==> config.mk <==
export PLATFORM = sky130hd
export DESIGN_NAME = instruction_fetch_stage
export DESIGN_NICKNAME = d
export VERILOG_FILES = /design/src/rtl/mips_defs.sv /design/src/rtl/fetch_queue.sv /design/src/rtl/instruction_fetch_stage.sv
export SDC_FILE = /design/constraint.sdc
export NUM_CORES = 1
export LEC_CHECK = 0
export BUFFER_PORTS_ARGS = -buffer_cell sky130_fd_sc_hd__buf_4
export CAP_MARGIN = 20
export CORE_MARGIN = 2
export CORE_UTILIZATION = 30
export DETAILED_ROUTE_END_ITERATION = 6
export SLEW_MARGIN = 20
export SYNTH_ARGS = -nofsm -noshare
export SYNTH_HDL_FRONTEND = slang
export SYNTH_SLANG_ARGS = --single-unit
==> constraint.sdc <==
create_clock -name clk -period 6.3 [get_ports clk]
set_input_delay 0.63 -clock clk [delete_from_list [all_inputs] [get_ports clk]]
set_output_delay 0.63 -clock clk [all_outputs]
set_load 0.01 [all_outputs]
==> src/rtl/mips_defs.sv <==
// Shared front-end definitions: reset vector, canonical NOP, fetch FSM encodings and the
// queue entry layout carried from fetch to the IF/ID register.
package mips_defs;

   localparam logic [31:0] RESET_PC_DEFAULT  = 32'h0040_0000;
   localparam logic [31:0] NOP_INSTR_DEFAULT = 32'h0000_0000;

   localparam logic [1:0] FETCH_IDLE = 2'd0;
   localparam logic [1:0] FETCH_REQ  = 2'd1;
   localparam logic [1:0] FETCH_WAIT = 2'd2;

   typedef struct packed {
      logic [31:0] pc_plus_4;
      logic [31:0] instr;
   } fetch_entry_t;

   function automatic logic [31:0] word_align(input logic [31:0] addr);
      return addr & ~32'd3;
   endfunction

endpackage

==> src/rtl/fetch_queue.sv <==
// Synchronous FIFO of {pc_plus_4, instr}; head is registered and visible the cycle after push.
// Flush beats push and pop; a push into a full queue without a pop is dropped and flagged.
module fetch_queue
   import mips_defs::*;
#(
   parameter int DEPTH = 2,
   localparam int PW = $clog2(DEPTH),
   localparam int CW = $clog2(DEPTH + 1)
) (
   input  logic          clk,
   input  logic          reset,
   input  logic          flush_i,
   input  logic          push_i,
   input  fetch_entry_t  push_dat_i,
   input  logic          pop_i,
   output fetch_entry_t  head_dat_o,
   output logic [CW-1:0] count_o,
   output logic          empty_o,
   output logic          full_o
);

   localparam logic [CW-1:0] DEPTH_C = CW'(DEPTH);

   fetch_entry_t  mem_q [DEPTH];
   fetch_entry_t  mem_d [DEPTH];
   logic [PW-1:0] wr_ptr_q, wr_ptr_d;
   logic [PW-1:0] rd_ptr_q, rd_ptr_d;
   logic [CW-1:0] count_q, count_d;
   logic          do_push, do_pop;

   always_comb begin
      do_pop   = pop_i && !flush_i && (count_q != '0);
      do_push  = push_i && !flush_i && ((count_q != DEPTH_C) || do_pop);
      mem_d    = mem_q;
      wr_ptr_d = wr_ptr_q;
      rd_ptr_d = rd_ptr_q;
      count_d  = count_q;
      if (flush_i) begin
         wr_ptr_d = '0;
         rd_ptr_d = '0;
         count_d  = '0;
      end else begin
         if (do_push) begin
            mem_d[wr_ptr_q] = push_dat_i;
            wr_ptr_d        = wr_ptr_q + PW'(1);
         end
         if (do_pop) begin
            rd_ptr_d = rd_ptr_q + PW'(1);
         end
         count_d = count_q + CW'(do_push) - CW'(do_pop);
      end
   end

   always_ff @(posedge clk or negedge reset) begin
      if (!reset) begin
         for (int i = 0; i < DEPTH; i++) begin
            mem_q[i] <= '0;
         end
         wr_ptr_q <= '0;
         rd_ptr_q <= '0;
         count_q  <= '0;
      end else begin
         mem_q    <= mem_d;
         wr_ptr_q <= wr_ptr_d;
         rd_ptr_q <= rd_ptr_d;
         count_q  <= count_d;
      end
   end

   assign head_dat_o = mem_q[rd_ptr_q];
   assign count_o    = count_q;
   assign empty_o    = (count_q == '0);
   assign full_o     = (count_q == DEPTH_C);

   // The fetch issue rule reserves a slot per outstanding read, so this must never fire.
   assert property (@(posedge clk) disable iff (!reset)
      !(push_i && !flush_i && !pop_i && (count_q == DEPTH_C)));

endmodule

==> src/rtl/instruction_fetch_stage.sv <==
// IF stage: PC register, single-outstanding imem read FSM, instruction queue, redirect flush.
// 1 instr per 2 cycles at 1-cycle memory; if_ready_i=0 holds the head, fetch stops when queue full.
module instruction_fetch_stage
   import mips_defs::*;
#(
   parameter logic [31:0] RESET_PC    = RESET_PC_DEFAULT,
   parameter int          QUEUE_DEPTH = 2,
   parameter logic [31:0] NOP_INSTR   = NOP_INSTR_DEFAULT
) (
   input  logic        clk,
   input  logic        reset,
   output logic        imem_req_o,
   output logic [31:0] imem_addr_o,
   input  logic        imem_gnt_i,
   input  logic        imem_rvalid_i,
   input  logic [31:0] imem_rdata_i,
   input  logic        redirect_i,
   input  logic [31:0] redirect_pc_i,
   input  logic        if_ready_i,
   output logic        if_valid_o,
   output logic [31:0] if_instruction_o,
   output logic [31:0] if_pc_plus_4_o
);

   localparam int            CW      = $clog2(QUEUE_DEPTH + 1);
   localparam logic [CW-1:0] DEPTH_C = CW'(QUEUE_DEPTH);

   logic [1:0]    state_q, state_d;
   logic [31:0]   fetch_pc_q, fetch_pc_d;
   logic [31:0]   pend_pc4_q, pend_pc4_d;
   logic          discard_q, discard_d;

   logic          q_push, q_pop, q_empty, q_full;
   logic [CW-1:0] q_count, count_after;
   fetch_entry_t  q_head, q_push_dat;

   assign q_push_dat.pc_plus_4 = pend_pc4_q;
   assign q_push_dat.instr     = imem_rdata_i;

   always_comb begin
      state_d     = state_q;
      fetch_pc_d  = fetch_pc_q;
      pend_pc4_d  = pend_pc4_q;
      discard_d   = discard_q;
      q_push      = 1'b0;
      q_pop       = !q_empty && if_ready_i && !redirect_i;
      count_after = q_count;
      if (redirect_i) begin
         // Queue is flushed this cycle, so every path restarts with an empty queue.
         fetch_pc_d = word_align(redirect_pc_i);
         case (state_q)
            FETCH_IDLE: state_d = FETCH_REQ;
            FETCH_REQ: begin
               if (imem_gnt_i) begin
                  state_d   = FETCH_WAIT;
                  discard_d = 1'b1;
               end else begin
                  state_d = FETCH_IDLE;
               end
            end
            FETCH_WAIT: begin
               if (imem_rvalid_i) begin
                  state_d   = FETCH_REQ;
                  discard_d = 1'b0;
               end else begin
                  discard_d = 1'b1;
               end
            end
            default: state_d = FETCH_IDLE;
         endcase
      end else begin
         case (state_q)
            FETCH_IDLE: begin
               if (!q_full) begin
                  state_d = FETCH_REQ;
               end
            end
            FETCH_REQ: begin
               if (imem_gnt_i) begin
                  pend_pc4_d = fetch_pc_q + 32'd4;
                  fetch_pc_d = fetch_pc_q + 32'd4;
                  state_d    = FETCH_WAIT;
               end
            end
            FETCH_WAIT: begin
               if (imem_rvalid_i) begin
                  q_push      = !discard_q;
                  discard_d   = 1'b0;
                  count_after = q_count + CW'(q_push) - CW'(q_pop);
                  state_d     = (count_after < DEPTH_C) ? FETCH_REQ : FETCH_IDLE;
               end
            end
            default: state_d = FETCH_IDLE;
         endcase
      end
   end

   always_ff @(posedge clk or negedge reset) begin
      if (!reset) begin
         state_q    <= FETCH_IDLE;
         fetch_pc_q <= RESET_PC;
         pend_pc4_q <= '0;
         discard_q  <= 1'b0;
      end else begin
         state_q    <= state_d;
         fetch_pc_q <= fetch_pc_d;
         pend_pc4_q <= pend_pc4_d;
         discard_q  <= discard_d;
      end
   end

   fetch_queue #(
      .DEPTH (QUEUE_DEPTH)
   ) u_fetch_queue (
      .clk        (clk),
      .reset      (reset),
      .flush_i    (redirect_i),
      .push_i     (q_push),
      .push_dat_i (q_push_dat),
      .pop_i      (q_pop),
      .head_dat_o (q_head),
      .count_o    (q_count),
      .empty_o    (q_empty),
      .full_o     (q_full)
   );

   assign imem_req_o       = (state_q == FETCH_REQ);
   assign imem_addr_o      = fetch_pc_q;
   assign if_valid_o       = !q_empty;
   assign if_instruction_o = q_empty ? NOP_INSTR : q_head.instr;
   assign if_pc_plus_4_o   = q_empty ? 32'd0 : q_head.pc_plus_4;

endmodule

==> impl_metrics.toml <==
[finish]
fill_cells = 3082
area_delta_synth_final_pct = 22.4
instances_no_fill = 1389
nets = 1059
diodes = 0
drive_gt1_share_pct = 33.9

[timing]
tightest_slew_ps = 955
hold_viol = 0
setup_tns_ps = 0
fmax_mhz = 284
rsz0062_at_grt = "false"
max-slew-margin-rel_pct = 36.3
slew_viol_final = 0
worst_clock_skew_ps = 13.0
fin_crit_sh_pct = 55.9
fin_crit_ps = 3520
setup_viol = 0

[die]
core_area_mm2 = 0.0307
fp.dieArea_mm2 = 0.0328
pin_count = 168
start_util_pct = 30.6
fp.dieH_um = 181
rows = 64
dieWidth_um = 181

[worst_setup_path]
cp_max_fo = 35
worstPathCellList = "inv_1 > ha_1 > nand2_1 > nor4_1 > nor2b_4 > buf_4 > mux2_2"
critical_path.top_delay_family = "simple AND/OR/NAND/NOR gates"
cp.depth = 7
crit_buf_inv = 2
cp.arrival_ps = 3840
crit_type = "reg2reg"
endpoint = "u_fetch_queue.mem_q[91]"
r2r_setup_slack_ps = 2780
regToRegStartpoint = "state_q[0]"
crit_start = "state_q[0]"
max_stage_delay_ps = 900
required_ps = 6620
worst_setup_path_start_kind = "flip-flop"
cp-end-kind = "flip-flop"
r2r-end = "u_fetch_queue.mem_q[91]"
r2r_cells = 7
critical_path.slowest_cell = "nor2b_4"

[synthesis]
avgSynthCellArea_um2 = 11.1
synth_edf_count = 0
async_reset_ff_share_pct = 100
synth_cell_types = 47
synth_seq_cells = 191
synth_cells = 848
synth_seq_area_share_pct = 50.8
yosys_warnings = 0
ys_dominant_reg_cell = "dfrtp_1"
synth_area_mm2 = 0.00941

[placed_design]
dpl.hpwl_um = 16200
gp_congestion = 0.777
numPortBuffers = 161
place_inst = 1357

[worst_hold_path]
min_path_type = "in2async"

[clocking]
cts_hold_buf = 0
clk_pin_slew_worst_paths_ps = 80
cts_root_buffer = "clkbuf_16"
cts_resized = 0
htree_levels = 4
cts_tree = "yes"
insertion_delay_ps = 440
numCtsBuffers = 17
cts.sinks = 191
cts_setup_buffers = 0
cts_buffer_depth = 2

[drt]
drc = 0
antenna_left = 0
drt_iter0_drc = 405
dr.pass1.iters = 5
wire_per_inst_um = 16.9
via_per_inst = 4.95
dr_total_vias = 6870
finalWirelength_um = 23500

[grt]
grt_pass1_wl_um = 38000
first_global_vias = 6777
grt-ovfl-total = 0
grt_max_degree = 71
antenna_found_initial = 0
grtUsageTotal_pct = 14.6

[pwr]
p_per_area_mw_per_mm2 = 293
vdd_drop_max_v = 0.000189
p_leak_nw = 5.08

[outcome]
status = "finished clean"

[job]
drv_cap = 0
layout by cell type, fill, tap and decap left out, types with 6 or more instances in the layout:
| cell type | synthesis | final |
|---|---|---|
| mux2i_1 | 64 | 64 |
| ha_1 | 9 | 9 |
| nand4_1 | 10 | 10 |
| buf_4 | 11 | 168 |
| a31oi_1 | 24 | 24 |
| xnor2_1 | 17 | 17 |
| xor2_1 | 12 | 12 |
| or4_1 | 25 | 25 |
| o211ai_1 | 6 | 6 |
| nor2_1 | 98 | 97 |
| o21ai_0 | 31 | 31 |
| nand3_1 | 27 | 27 |
| nand2_1 | 60 | 59 |
| nor3_1 | 7 | 7 |
| dfrtp_1 | 190 | 189 |
| mux2_2 | 125 | 125 |
| nor4_1 | 9 | 9 |
| o31ai_1 | 20 | 20 |
| clkbuf_16 | 0 | 17 |
| inv_1 | 13 | 13 |
area by class of cell:
type,count,area [um2],share of cell area (%)
Sequential cell,191,4780,41.5
Timing Repair Buffer,169,1270,11.1
Clock inverter,12,124,1.08
Multi-Input combinational cell,588,4330,37.6
Clock buffer,20,457,3.97
Inverter,13,48.8,0.424
Tap cell,396,495,4.30
power breakdown:
group          internal [W]  switching, W
logic              0.000322      0.000304
clock network      0.000545      0.000522
registers           0.00148      0.000209
total               0.00234       0.00103
worst min path at each step:
stage                                   end  slack [ps]  cells past startpoint
finish               u_fetch_queue.mem_q[8]         170                      1
global route         u_fetch_queue.mem_q[8]         220                      1
CTS                  u_fetch_queue.mem_q[8]         180                      1
detailed placement  u_fetch_queue.mem_q[13]         490                      1
global placement     u_fetch_queue.mem_q[3]         490                      1
floorplan                         discard_q         330                      0
synth_stat cells, types with 2 or more instances:
library cell    n  area share (%)
xnor2_1        17             1.6
buf_4          11            0.88
mux2i_1        64             6.8
nor2b_1         4            0.27
nor4_1          9            0.60
o211ai_1        6            0.48
or3_1           4            0.27
dfrtp_1       190              51
o21ai_0        31             1.6
a31oi_1        24             1.6
buf_2          13            0.69
inv_1          13            0.52
clkbuf_1       35             1.4
nand2_1        60             2.4
or4_1          25             2.0
a211o_1         2            0.19
nand4_1        10            0.66
nor3_1          7            0.37
nand3_1        27             1.4
a22oi_1         2            0.16
a21oi_1         4            0.21
ha_1            9             1.2
mux2_2        125              15
nor2_1         98             3.9
and3_1          4            0.27
o31ai_1        20             1.6
xor2_1         12             1.1
and4_1          3            0.28
metrics by stage:
step / instance area [um2] / utilization, % / total power, W / setup slack [ps] / hold WS (ps)
3_3_place_gp: 10900 / 35.6 / 0.00232 / 2590 / 486
3_5_place_dp: 10900 / 35.6 / 0.00235 / 2540 / 493
4_1_cts: 11500 / 37.5 / 0.00343 / 2700 / 185
2_1_floorplan: 9420 / - / 0.00208 / 3650 / 334
6_report: 11500 / 37.5 / 0.00338 / 2780 / 169
5_1_grt: 11500 / 37.5 / 0.00359 / 2480 / 215
cell families (layout without fill, tap and decap cells):
logic type	Yosys count	after routing	synth area share [%]
and+or+nand+nor	262	262	13.6
buffers and inverters	72	214	3.48
adders and majority gates	9	9	1.20
other	1	4	0.0398
muxes	189	189	21.8
DFF	191	191	50.8
AOI/OAI and AO/OA	95	95	6.42
xor gates and xnor gates	29	29	2.70
registers in the layout, indices dropped and copies added, names as in the netlist:
| register | cells |
|---|---|
| u_fetch_queue.rd_ptr_q | 1 |
| state_q | 2 |
| discard_q | 1 |
| u_fetch_queue.mem_q | 124 |
| imem_addr_o | 30 |
| u_fetch_queue.count_o | 2 |
| u_fetch_queue.wr_ptr_q | 1 |
| pend_pc4_q | 30 |
routing by layer:
layer	up-vias	track usage (%)	share of wire (%)	routed length (um)
met5	-	0	0	0
met4	0	3.32	0.61	142
met3	17	2.84	4.4	1040
met2	185	22.5	44	10400
met1	3356	21.2	51	11900
li1	3312	-	-	-
No activity file was read; power rests on OpenSTA's default activity.
